==> src/rtl/uart_pkg.sv <==
// Shared UART frame definitions: receiver state encoding, default oversampling ratio and the
// odd-parity rule also used by the transmitter.
package uart_pkg;

  typedef enum logic [2:0] {
    StIdle,
    StStart,
    StData,
    StParity,
    StStop
  } uart_state_e;

  localparam int unsigned OvsDefault = 16;

  function automatic logic odd_parity(input logic [7:0] b);
    return ~^b;
  endfunction

endpackage

==> src/rtl/uart_rx_sync.sv <==
// Two-flop synchronizer for the asynchronous RxD line with falling-edge detect.
module uart_rx_sync (
  input  logic clk,
  input  logic rst,
  input  logic din,
  output logic sync,
  output logic fall
);

  logic s1_q, s2_q;

  // Flops idle high so that a line low at reset release is seen as a fall.
  always_ff @(posedge clk) begin
    if (rst) begin
      s1_q <= 1'b1;
      s2_q <= 1'b1;
    end else begin
      s1_q <= din;
      s2_q <= s1_q;
    end
  end

  assign sync = s2_q;
  assign fall = s2_q & ~s1_q;

endmodule

==> src/rtl/uart_rx.sv <==
// Oversampling UART receiver: majority-voted bit samples, optional odd parity, error flags and
// a valid/read handshake towards the bus.
module uart_rx
  import uart_pkg::*;
#(
  parameter int unsigned OVS = OvsDefault,
  parameter int unsigned CW  = 4
) (
  input  logic       clk,
  input  logic       rst,
  input  logic       en,
  input  logic       ChkEn,
  input  logic       tick,
  input  logic       RxD,
  input  logic       rd,
  output logic [7:0] dat,
  output logic       dat_vld,
  output logic       RINT,
  output logic       PERR,
  output logic       FERR,
  output logic       OERR,
  output logic       busy
);

  localparam logic [CW-1:0] TcMid0 = CW'(OVS / 2 - 1);
  localparam logic [CW-1:0] TcMid1 = CW'(OVS / 2);
  localparam logic [CW-1:0] TcMid2 = CW'(OVS / 2 + 1);
  localparam logic [CW-1:0] TcEnd  = CW'(OVS - 1);

  logic sync, fall;

  uart_rx_sync u_sync (
    .clk  (clk),
    .rst  (rst),
    .din  (RxD),
    .sync (sync),
    .fall (fall)
  );

  uart_state_e   state_q, state_d;
  logic [CW-1:0] tc_q, tc_d;
  logic [2:0]    bc_q, bc_d;
  logic [7:0]    sr_q, sr_d, dat_q, dat_d;
  logic [1:0]    smp_q, smp_d;
  logic          pbit_q, pbit_d, chk_q, chk_d;
  logic          vld_q, vld_d, rint_q, rint_d;
  logic          perr_q, perr_d, ferr_q, ferr_d, oerr_q, oerr_d;
  logic          maj, at_mid0, at_mid1, at_mid2, bit_end, done, stop_bit;

  assign at_mid0 = tick && (tc_q == TcMid0);
  assign at_mid1 = tick && (tc_q == TcMid1);
  assign at_mid2 = tick && (tc_q == TcMid2);
  assign bit_end = tick && (tc_q == TcEnd);
  // Vote of the two stored samples and the live one at the third sample point.
  assign maj     = (smp_q[0] & smp_q[1]) | (smp_q[0] & sync) | (smp_q[1] & sync);

  always_comb begin
    state_d  = state_q;
    tc_d     = tc_q;
    bc_d     = bc_q;
    sr_d     = sr_q;
    smp_d    = smp_q;
    pbit_d   = pbit_q;
    chk_d    = chk_q;
    done     = 1'b0;
    stop_bit = 1'b1;

    if (tick) tc_d = tc_q + CW'(1);
    if (at_mid0) smp_d[0] = sync;
    if (at_mid1) smp_d[1] = sync;

    case (state_q)
      StIdle: begin
        if (fall && en) state_d = StStart;
      end
      StStart: begin
        if (at_mid2 && maj) begin
          state_d = StIdle;
        end else if (bit_end) begin
          state_d = StData;
          bc_d    = 3'd0;
          chk_d   = ChkEn;
        end
      end
      StData: begin
        if (at_mid2) sr_d = {maj, sr_q[7:1]};
        if (bit_end) begin
          if (bc_q == 3'd7) state_d = chk_q ? StParity : StStop;
          else              bc_d    = bc_q + 3'd1;
        end
      end
      StParity: begin
        if (at_mid2) pbit_d = maj;
        if (bit_end) state_d = StStop;
      end
      StStop: begin
        if (at_mid2) begin
          done     = 1'b1;
          stop_bit = maj;
          state_d  = StIdle;
        end
      end
      default: state_d = StIdle;
    endcase

    if (state_q != StIdle && !en) begin
      state_d = StIdle;
      done    = 1'b0;
    end

    if (state_d != state_q || bit_end) tc_d = '0;
  end

  always_comb begin
    dat_d  = dat_q;
    vld_d  = vld_q;
    perr_d = perr_q;
    ferr_d = ferr_q;
    oerr_d = oerr_q;
    rint_d = 1'b0;
    if (done) begin
      dat_d  = sr_q;
      perr_d = chk_q & (pbit_q != odd_parity(sr_q));
      ferr_d = ~stop_bit;
      // A read landing on the completion clock consumes the old byte, so no overrun.
      oerr_d = (vld_q | oerr_q) & ~rd;
      vld_d  = 1'b1;
      rint_d = 1'b1;
    end else if (rd) begin
      vld_d  = 1'b0;
      oerr_d = 1'b0;
    end
  end

  always_ff @(posedge clk) begin
    if (rst) begin
      state_q <= StIdle;
      tc_q    <= '0;
      bc_q    <= '0;
      sr_q    <= '0;
      smp_q   <= '0;
      pbit_q  <= 1'b0;
      chk_q   <= 1'b0;
      dat_q   <= '0;
      vld_q   <= 1'b0;
      rint_q  <= 1'b0;
      perr_q  <= 1'b0;
      ferr_q  <= 1'b0;
      oerr_q  <= 1'b0;
    end else begin
      state_q <= state_d;
      tc_q    <= tc_d;
      bc_q    <= bc_d;
      sr_q    <= sr_d;
      smp_q   <= smp_d;
      pbit_q  <= pbit_d;
      chk_q   <= chk_d;
      dat_q   <= dat_d;
      vld_q   <= vld_d;
      rint_q  <= rint_d;
      perr_q  <= perr_d;
      ferr_q  <= ferr_d;
      oerr_q  <= oerr_d;
    end
  end

  assign dat     = dat_q;
  assign dat_vld = vld_q;
  assign RINT    = rint_q;
  assign PERR    = perr_q;
  assign FERR    = ferr_q;
  assign OERR    = oerr_q;
  assign busy    = (state_q != StIdle);

endmodule

==> config.mk <==
export PLATFORM = sky130hd
export DESIGN_NAME = uart_rx
export DESIGN_NICKNAME = d
export VERILOG_FILES = /design/src/rtl/uart_pkg.sv /design/src/rtl/uart_rx_sync.sv /design/src/rtl/uart_rx.sv
export SDC_FILE = /design/constraint.sdc
export NUM_CORES = 1
export LEC_CHECK = 0
export CORE_ASPECT_RATIO = 1.5
export CORE_MARGIN = 2
export CORE_UTILIZATION = 25
export DETAILED_ROUTE_END_ITERATION = 10
export GPL_TIMING_DRIVEN = 0
export PLACE_DENSITY_LB_ADDON = 0.15
export RECOVER_POWER = 100
export SYNTH_ARGS = -nofsm -noshare
export SYNTH_HDL_FRONTEND = slang
export SYNTH_HIERARCHICAL = 1
export SYNTH_SLANG_ARGS = --single-unit
export TNS_END_PERCENT = 100
==> constraint.sdc <==
create_clock -name clk -period 1.7 [get_ports clk]
set_input_delay 0.34 -clock clk [delete_from_list [all_inputs] [get_ports clk]]
set_output_delay 0.34 -clock clk [all_outputs]
set_load 0.05 [all_outputs]
==> results.toml, run 1 <==
[grt]
antenna_found_initial = 0
grt_pass1_wl_um = 6890
track_usage_pct = 11.6
first_global_vias = 1396
grt_max_degree = 12
overflow = 0

[pwr]
peakVddDrop_mv = 0.293
power_leakage_nw = 0.920
power_density_nw_per_um2 = 690
power_mw = 1.58

[cts]
clock-sinks = 37
cts.path.max_buffers = 2
clkLatencyLatePin_ps = 300
tritoncts = "yes"
root_buffer = "clkbuf_8"
h-tree-depth = 2
clkSlewWorstSetupHoldPaths_ps = 80
cts_hold_buf = 0
cts_buffers = 5

[sta]
finClkSkew_ps = 3.12
timing.fmax_ghz = 0.589
period_minus_slack_ps = 1700
hold_violations = 0
worst_pin_slew_ps = 494
setup_violations = 0
fin_crit_sh_pct = 99.8
fin_setup_tns_ps = 0
drv_slew = 0
maxSlewHeadroom_pct = 67.2
rsz0062_at_grt = "yes"

[logic_synthesis]
async_reset_ff_share_pct = 0
synth_edf_count = 0
netlist_area_um2 = 1780
ys_warn_count = 6
synth_top_area_share_pct = 41.5
synthCells = 195
yosys.area.top_type = "dfxtp_1"
syn_area_per_cell_um2 = 9.14
syn-num-nets = 207
ys_seq_area_share_pct = 41.5
ys.flop_type = "dfxtp_1"
ys_types = 51
ys_ff_latch = 37
synthTopCellsByArea = "dfxtp_1 (42%), mux2i_1 (7.3%), nor2_1 (4.0%)"

[place]
portBuffers = 19
dp_hpwl_um = 2990
gp_congestion = 0.786

[critical_path]
crit_type = "reg -> reg"
path_max_fanout = 8
cp-start-kind = "register"
worst_path_max_delay_cell = "dfxtp_4"
worstSetupEndpointType = "register"
worst_path_most_repeated_cell = "buf_6"
required_ps = 1890
critical_path.max_stage_delay_ps = 370
cp.arrival_ps = 1890
path_cells = "inv_4 -> ha_4 -> and4b_1 -> buf_6 -> and3_4 -> buf_6 -> buf_6 -> mux2i_1 -> nor2_1"

[detailed_routing]
routed_via_density = 4.81
drt_wl_total_um = 4390
firstDrtPassIters = 4
wl_per_cell_um = 14.4
drt_iter0_drc = 59
ant_nets = 0
num_vias = 1467
drc = 0

[outcome]
status = "finished, final reports clean"

[flow_run]
maxCapViolCount = 0

[cells_and_area]
final_common_cell = "dfxtp_1"
finalNetCount = 238
area_delta_synth_final_pct = 28.1
antenna_cells_inserted = 0
final_cell_mix = "dfxtp_1 (34), nor2_1 (18), nand2_1 (16)"
drive_gt1_share_pct = 22.0

[floorplan]
initial_core_util_pct = 25.8
die_x_um = 73.0
io-pin-count = 21
num_rows = 37
coreArea_um2 = 6900
fp.dieH_um = 107
dieArea_um2 = 7840

[worst_hold_path]
min_path_type = "in -> reg"
-- per-stage QoR --
step / cell area (um2) / utilization [%] / setup slack, ps / hold slack [ps] / cells
6_report: 2280 / 33.1 / 3.12 / 340 / 305
5_1_grt: 2280 / 33.1 / -77.9 / 387 / 305
4_1_cts: 2160 / 31.3 / -45.8 / 333 / 300
3_5_place_dp: 2070 / 30.0 / -581 / 416 / 292
3_3_place_gp: 2070 / 30.0 / -546 / 412 / 292
2_1_floorplan: 1780 / - / 127 / 402 / 195
-- power breakdown --
| group | leakage [nW] | total, mW | internal, mW | switching, mW |
|---|---|---|---|---|
| Sequential | 0.301 | 0.883 | 0.873 | 0.00967 |
| Clock | 0.0450 | 0.615 | 0.284 | 0.330 |
| Combinational | 0.575 | 0.0800 | 0.0377 | 0.0423 |
| Total | 0.920 | 1.58 | 1.19 | 0.382 |
-- area by class of cell --
type / instances / area, um2
fillers: 737 / 4610
multi-input cells: 141 / 1020
flip-flops and latches: 37 / 749
repair buffers: 24 / 215
well taps: 78 / 97.6
plain buffers: 12 / 92.6
clock buffers: 6 / 72.6
inverters: 5 / 23.8
clock inverters: 2 / 10.0
-- repair_timing --
action,CTS,global route
resized for setup,29,28
pin swaps,0,5
setup buffers,0,5
endpoints found under the setup margin,40,27
-- kinds of logic after synthesis --
group	after synthesis	share of synthesized area, %
adder cells (fa/ha/maj)	6	4.14
AO/OA/AOI/OAI	30	11.8
flip-flops	37	41.5
multiplexers	13	7.30
AND/OR/NAND/NOR	83	24.9
buffers and inverters	17	5.12
XOR/XNOR	9	5.19
-- metal layers --
metal | GRT usage [%] | up-vias | part of all wire, %
li1 | - | 747 | -
met1 | 13.2 | 684 | 42
met2 | 19.4 | 28 | 52
met3 | 2.81 | 8 | 2.9
met4 | 6.22 | 0 | 2.5
met5 | 0 | - | 0
-- path summary, 6_finish.rpt --
kind,slack (ps),startpoint,depth (start not counted),endpoint
hold reg to reg,430,u_sync/s1_q$_SDFF_PP1_,1,u_sync/sync$_SDFF_PP1_
setup reg to reg,3,tc_q[1]$_SDFFE_PP0P_,9,dat[7]$_SDFFE_PP0P_
hold / removal,340,tick,4,tc_q[0]$_SDFFE_PP0P_
setup / recovery,3,tc_q[1]$_SDFFE_PP0P_,9,dat[7]$_SDFFE_PP0P_
-- worst max-delay path, delay by kind of cell (launching register included) --
kind / cells / cell delay (ps)
muxes: 1 / 180
and+or+nand+nor: 3 / 460
buffers and inverters: 4 / 470
adders and majority gates: 1 / 110
DFF: 1 / 370
-- cell usage after synthesis, drive strengths merged (2+ instances only) --
cell type,number
a211oi,2
a21oi,13
a311oi,2
and3,2
buf,9
clkbuf,3
dfxtp,37
ha,5
inv,4
mux2i,13
nand2,17
nand2b,5
nand3,13
nand4,2
nand4b,3
nor2,19
nor2b,2
nor3,4
nor3b,3
o21ai,3
o22ai,3
or2,3
xnor2,6
xor2,2
-- flip-flops by register name, indices dropped and copies added, names as in the netlist, 2 cells and up --
register and flops:
bc_q 3, dat 8, smp_q 2, sr_q 8, state_q 3, tc_q 4
Power figures use the tool's default switching activity.
==> run 2, diff against run 1 <==
--- a/config.mk
+++ b/config.mk
@@ -8,6 +8,7 @@
 export CORE_ASPECT_RATIO = 1.5
 export CORE_MARGIN = 2
 export CORE_UTILIZATION = 25
+export CTS_CLUSTER_DIAMETER = 100
 export DETAILED_ROUTE_END_ITERATION = 10
 export GPL_TIMING_DRIVEN = 0
 export PLACE_DENSITY_LB_ADDON = 0.15
==> results of run 2 <==
Same layout as run 1: the final DEF is identical, and so are final timing and power.
